==> src/rtl/alu_pkg.sv <==
// Shared ALU constants: select encoding and the RV32 opcodes the operand
// stage understands. Also imported by the ALU itself.
package alu_pkg;

    // ALU select encoding; bit 2 means subtract.
    localparam logic [3:0] ALU_AND = 4'b0000;
    localparam logic [3:0] ALU_OR  = 4'b0001;
    localparam logic [3:0] ALU_ADD = 4'b0010;
    localparam logic [3:0] ALU_SUB = 4'b0110;

    // Major opcodes, instr[6:0].
    localparam logic [6:0] OP_RTYPE  = 7'b0110011;
    localparam logic [6:0] OP_ITYPE  = 7'b0010011;
    localparam logic [6:0] OP_LOAD   = 7'b0000011;
    localparam logic [6:0] OP_STORE  = 7'b0100011;
    localparam logic [6:0] OP_BRANCH = 7'b1100011;

    // funct3 values used by the decoder.
    localparam logic [2:0] F3_ADD = 3'b000;
    localparam logic [2:0] F3_OR  = 3'b110;
    localparam logic [2:0] F3_AND = 3'b111;

    // Decoder result bundle.
    typedef struct packed {
        logic [3:0] sel;
        logic       use_imm;
        logic       illegal;
    } alu_ctrl_t;

endpackage

==> src/rtl/alu_ctrl_dec.sv <==
// Combinational ALU control decode: opcode/funct3/funct7_5 to
// {alu select, B-operand source, illegal flag}.
module alu_ctrl_dec
    import alu_pkg::*;
(
    input  logic [6:0] i_opcode,
    input  logic [2:0] i_funct3,
    input  logic       i_funct7_5,
    output alu_ctrl_t  o_ctrl
);

    // Decode; anything unrecognised falls back to ADD with B = rs2 and illegal set.
    always_comb begin
        o_ctrl.sel     = ALU_ADD;
        o_ctrl.use_imm = 1'b0;
        o_ctrl.illegal = 1'b0;

        case (i_opcode)
            OP_RTYPE: begin
                case (i_funct3)
                    F3_ADD:  o_ctrl.sel = i_funct7_5 ? ALU_SUB : ALU_ADD;
                    F3_AND:  o_ctrl.sel = ALU_AND;
                    F3_OR:   o_ctrl.sel = ALU_OR;
                    default: o_ctrl.illegal = 1'b1;
                endcase
            end
            OP_ITYPE: begin
                // funct7_5 is deliberately ignored: no SUBI exists.
                case (i_funct3)
                    F3_ADD: begin
                        o_ctrl.sel     = ALU_ADD;
                        o_ctrl.use_imm = 1'b1;
                    end
                    F3_AND: begin
                        o_ctrl.sel     = ALU_AND;
                        o_ctrl.use_imm = 1'b1;
                    end
                    F3_OR: begin
                        o_ctrl.sel     = ALU_OR;
                        o_ctrl.use_imm = 1'b1;
                    end
                    default: o_ctrl.illegal = 1'b1;
                endcase
            end
            OP_LOAD, OP_STORE: begin
                // Address generation: rs1 + imm.
                o_ctrl.sel     = ALU_ADD;
                o_ctrl.use_imm = 1'b1;
            end
            OP_BRANCH: begin
                // Compare via subtract; the ALU zero flag resolves beq/bne.
                o_ctrl.sel = ALU_SUB;
            end
            default: o_ctrl.illegal = 1'b1;
        endcase
    end

endmodule

==> src/rtl/alu_operand_stage.sv <==
// Registered operand stage in front of the ALU. Main output register plus
// one skid register so decode can keep streaming across an EX stall.
// in_ready is a flop output (!skid_valid), so it has no combinational path
// from out_ready.
module alu_operand_stage
    import alu_pkg::*;
#(
    parameter int N = 32
) (
    input  logic         clk,
    input  logic         rst_n,

    input  logic         in_valid,
    output logic         in_ready,
    input  logic [N-1:0] rs1_data,
    input  logic [N-1:0] rs2_data,
    input  logic [N-1:0] imm,
    input  logic [6:0]   opcode,
    input  logic [2:0]   funct3,
    input  logic         funct7_5,
    input  logic         flush,

    output logic         out_valid,
    input  logic         out_ready,
    output logic [N-1:0] alu_a,
    output logic [N-1:0] alu_b,
    output logic [3:0]   alu_sel,
    output logic         illegal
);

    alu_ctrl_t    w_ctrl;
    logic [N-1:0] w_in_b;
    logic         w_in_xfer;
    logic         w_main_free;

    logic [N-1:0] r_main_a;
    logic [N-1:0] r_main_b;
    logic [3:0]   r_main_sel;
    logic         r_main_ill;
    logic         r_main_valid;

    logic [N-1:0] r_skid_a;
    logic [N-1:0] r_skid_b;
    logic [3:0]   r_skid_sel;
    logic         r_skid_ill;
    logic         r_skid_valid;

    alu_ctrl_dec u_dec (
        .i_opcode   (opcode),
        .i_funct3   (funct3),
        .i_funct7_5 (funct7_5),
        .o_ctrl     (w_ctrl)
    );

    // Input-side operand selection and handshake qualifiers.
    always_comb begin
        w_in_b      = w_ctrl.use_imm ? imm : rs2_data;
        w_in_xfer   = in_valid && !r_skid_valid;
        w_main_free = !r_main_valid || out_ready;
    end

    // Main register: refilled from skid first (older), else from input.
    always_ff @(posedge clk or negedge rst_n) begin
        if (!rst_n) begin
            r_main_a     <= '0;
            r_main_b     <= '0;
            r_main_sel   <= ALU_ADD;
            r_main_ill   <= 1'b0;
            r_main_valid <= 1'b0;
        end else if (flush) begin
            r_main_valid <= 1'b0;
        end else if (w_main_free) begin
            if (r_skid_valid) begin
                r_main_a     <= r_skid_a;
                r_main_b     <= r_skid_b;
                r_main_sel   <= r_skid_sel;
                r_main_ill   <= r_skid_ill;
                r_main_valid <= 1'b1;
            end else if (w_in_xfer) begin
                r_main_a     <= rs1_data;
                r_main_b     <= w_in_b;
                r_main_sel   <= w_ctrl.sel;
                r_main_ill   <= w_ctrl.illegal;
                r_main_valid <= 1'b1;
            end else begin
                r_main_valid <= 1'b0;
            end
        end
    end

    // Skid register: absorbs the one transaction accepted while main is stalled.
    always_ff @(posedge clk or negedge rst_n) begin
        if (!rst_n) begin
            r_skid_a     <= '0;
            r_skid_b     <= '0;
            r_skid_sel   <= ALU_ADD;
            r_skid_ill   <= 1'b0;
            r_skid_valid <= 1'b0;
        end else if (flush) begin
            r_skid_valid <= 1'b0;
        end else if (w_main_free) begin
            // Skid content (if any) moves to main this edge.
            r_skid_valid <= 1'b0;
        end else if (w_in_xfer) begin
            r_skid_a     <= rs1_data;
            r_skid_b     <= w_in_b;
            r_skid_sel   <= w_ctrl.sel;
            r_skid_ill   <= w_ctrl.illegal;
            r_skid_valid <= 1'b1;
        end
    end

    // Outputs come straight from flops.
    assign in_ready  = !r_skid_valid;
    assign out_valid = r_main_valid;
    assign alu_a     = r_main_a;
    assign alu_b     = r_main_b;
    assign alu_sel   = r_main_sel;
    assign illegal   = r_main_ill;

endmodule

==> config.mk <==
export PLATFORM = sky130hd
export DESIGN_NAME = alu_operand_stage
export DESIGN_NICKNAME = d
export VERILOG_FILES = /design/src/rtl/alu_pkg.sv /design/src/rtl/alu_ctrl_dec.sv /design/src/rtl/alu_operand_stage.sv
export SDC_FILE = /design/constraint.sdc
export NUM_CORES = 1
export LEC_CHECK = 0
export ABC_AREA = 1
export BUFFER_PORTS_ARGS = -buffer_cell sky130_fd_sc_hd__buf_2
export CAP_MARGIN = 15
export CORE_ASPECT_RATIO = 1.4
export CORE_UTILIZATION = 35
export CTS_BUF_LIST = sky130_fd_sc_hd__clkbuf_4 sky130_fd_sc_hd__clkbuf_8 sky130_fd_sc_hd__clkbuf_16
export CTS_CLUSTER_SIZE = 14
export DETAILED_ROUTE_END_ITERATION = 10
export GPL_ROUTABILITY_DRIVEN = 0
export PLACE_DENSITY = 0.63
export SLEW_MARGIN = 20
export SYNTH_ARGS = -nofsm -noshare
export SYNTH_HDL_FRONTEND = slang
export SYNTH_SLANG_ARGS = --single-unit
==> constraint.sdc <==
create_clock -name clk -period 1.31 [get_ports clk]
set_input_delay 0.0655 -clock clk [delete_from_list [all_inputs] [get_ports clk]]
set_output_delay 0.0655 -clock clk [all_outputs]
set_load 0.1 [all_outputs]
==> flow_summary.json <==
{
  "synth_edf_count": 0,
  "swShare": 0.3863,
  "setup_violations": 0,
  "hold_class": "in -> reg",
  "drive_gt1_frac": 0.2817,
  "io_buffers": 181,
  "cts_made_buffers": 17,
  "antenna_found_initial": 0,
  "critPathLaunchType": "register",
  "synth-warning-count": 0,
  "min_period_ns": 1.302,
  "p_seq_frac": 0.359,
  "syn_avg_cell_area_um2": 7.832,
  "synth_top_area_frac": 0.5064,
  "ys_types": 33,
  "clock_path_buffers": 2,
  "ir_drop_mv": 0.8137,
  "via_per_inst": 4.661,
  "placement_rows": 59,
  "clock.fmax_mhz": 768.3,
  "cts_sinks": 138,
  "overflow": 0,
  "skew_ns": 0.01013,
  "tightest_slew_ns": 0.5357,
  "insertion_delay_ns": 0.42,
  "ys_seq_elements": 138,
  "r2r_setup_slack_ns": 0.008,
  "status": "finished, final reports clean",
  "yosysTopAreaCell": "dfrtp_1",
  "area_delta_synth_final_pct": 45.73,
  "cap_violations": 0,
  "nNetsFinal": 1228,
  "netlist_area_um2": 6720,
  "synthTopCellsByArea": "dfrtp_1, nand2_1, o21ai_0, nand3_1, nor2_1",
  "dp_slack_ns": -0.01760,
  "drv_slew": 0,
  "leakage_nw": 5.317,
  "fin_cells": 1373,
  "cts_tree": "built",
  "die_w_um": 119.1,
  "path_clk_slew_ns": 0.06,
  "critPathKind": "reg -> reg",
  "powerDensity_nw_per_um2": 1585,
  "worst_slack_ns": 0.008453,
  "num_vias": 6399,
  "hold_violations": 0,
  "ant_nets": 0,
  "rr_worst_depth": 7,
  "yosysSeqAreaShare": 0.5142,
  "cp.required_ns": 1.62,
  "synthArstFlopShare": 1.000,
  "clock-root-buffer": "clkbuf_16",
  "p_int_mw": 9.526,
  "crit_fanout": 40,
  "drt_wl_total_um": 19010,
  "dp.cells": 1258,
  "drt_first_pass_iters": 5,
  "grt.total_usage": 0.1893,
  "synth_cells": 858,
  "arrival_ns": 1.61,
  "drc": 0,
  "h-tree-depth": 4,
  "start_util": 0.3598,
  "post-route-period-util": 0.9935,
  "ioPinCount": 183,
  "core_area_um2": 18680,
  "holdWs_ns": 0.009010,
  "power.total_mw": 15.52,
  "power_switching_mw": 5.997,
  "synth_nets": 970,
  "grt_max_degree": 60,
  "dieHeight_um": 166.0,
  "grt_pass1_wl_um": 29530,
  "power.share.clock": 0.328,
  "relSlewSlack": 0.6453,
  "first_global_vias": 6110,
  "wire_per_inst_um": 13.85,
  "crit_path_end_kind": "register",
  "dpl.hpwl_um": 11900,
  "rsz0062_at_grt": "yes",
  "p_comb_frac": 0.313,
  "die-area_um2": 19770,
  "drt_iter0_drc": 357,
  "synth_ff_type": "dfrtp_1",
  "antennaDiodeCount": 0,
  "hold_depth": 5
}
==> cells by family after synthesis <==
group / synth area share
AOI/OAI and AO/OA: 0.1013
buffers and inverters: 0.07671
DFF: 0.5142
other: 0.0005580
and+or+nand+nor: 0.3072
==> power by group through the flow <==
stage | registers [mW] | logic [mW] | clock network [mW]
after floorplan | 7.99 | 1.14 | 0
after global placement | 5.61 | 4.49 | 0
after detailed placement | 5.62 | 4.54 | 0
after CTS | 5.56 | 4.74 | 5.21
after global routing | 5.67 | 5.17 | 5.39
final | 5.58 | 4.86 | 5.09
==> layout make-up <==
| cell class | count | area, um2 |
|---|---|---|
| multi-input combinational | 615 | 2824 |
| fill | 1761 | 8884 |
| tap | 244 | 305.3 |
| sequential | 138 | 3461 |
| clock buffer | 17 | 425.4 |
| timing repair buffer | 292 | 2380 |
| clock inverter | 15 | 197.7 |
| inverter | 52 | 200.2 |
==> what timing repair did <==
action / in CTS / in global routing
pin swaps: 0 / 2
setup buffers: 3 / 0
hold buffers: 73 / 0
endpoints found under the setup margin: 36 / 156
cloned: 1 / 6
hold endpoints to repair: 236 / 0
gates resized for setup: 10 / 61
==> Yosys cell counts, types with 2 or more instances <==
master and number:
nand2_1 333, dfrtp_1 136, o21ai_0 89, nand3_1 69
nor2_1 53, inv_1 49, clkbuf_1 22, nand2_2 20
buf_2 18, a21oi_1 14, o21ai_1 13, o21ai_2 7
buf_4 6, buf_6 4, nand2_4 3, buf_12 2
dfstp_2 2, inv_2 2, nor2_4 2
==> cells in the final DEF, fill, tap and decap left out, types with 6 or more instances in the layout <==
cell type | synthesis | layout
a21oi_1 | 14 | 8
clkbuf_16 | 0 | 22
dfrtp_1 | 136 | 134
o21ai_0 | 89 | 74
nand2_2 | 20 | 31
inv_1 | 49 | 48
nand3_1 | 69 | 68
buf_12 | 2 | 17
a21oi_2 | 0 | 6
nand2_1 | 333 | 322
o21ai_1 | 13 | 25
o21ai_2 | 7 | 10
nor2_1 | 53 | 53
clkbuf_4 | 0 | 31
dlygate4sd3_1 | 0 | 73
buf_2 | 18 | 142
buf_4 | 6 | 18
==> worst max-delay path, cell delays in order (launching register included) <==
cell and delay (ns):
dfrtp_2 0.45, inv_6 0.10, a21oi_4 0.06, nand2_4 0.17, buf_12 0.23, nor2_1 0.06
nand2_1 0.06, nand2_1 0.05
==> metrics by stage <==
step | cell area, um2 | setup TNS (ns) | util
after floorplan | 6825 | -9.018 | -
after global placement | 8073 | 0 | 0.4322
after detailed placement | 8073 | -0.05757 | 0.4322
after CTS | 9510 | -0.007474 | 0.5092
after global routing | 9793 | -4.468 | 0.5244
final | 9793 | 0 | 0.5244
==> metal layers <==
metal | vias to the layer above | part of all wire | track usage
met3 | 34 | 0.038 | 0.03984
li1 | 3224 | - | -
met4 | 0 | 0.030 | 0.08420
met2 | 162 | 0.51 | 0.3246
met1 | 2979 | 0.42 | 0.2261
met5 | - | 0 | 0
==> sequential cells by signal, summed over array words and instances (netlist names) <==
| name | cells |
|---|---|
| illegal | 1 |
| alu_a | 32 |
| r_skid_ill | 1 |
| alu_sel | 3 |
| r_skid_a | 32 |
| r_skid_b | 32 |
| r_skid_sel | 3 |
| alu_b | 32 |
| out_valid | 1 |
| r_skid_valid | 1 |
==> path summary, 6_finish.rpt <==
kind                               from          end
min reg2reg                   alu_b[20]    alu_b[20]
max reg2reg                r_skid_valid    alu_b[18]
max                        r_skid_valid    alu_b[18]
max in group asynchronous         rst_n   alu_sel[1]
min                         rs2_data[1]  r_skid_b[1]
min in group asynchronous         rst_n    alu_a[17]
Note: power is estimated with default switching activity, not from simulation.
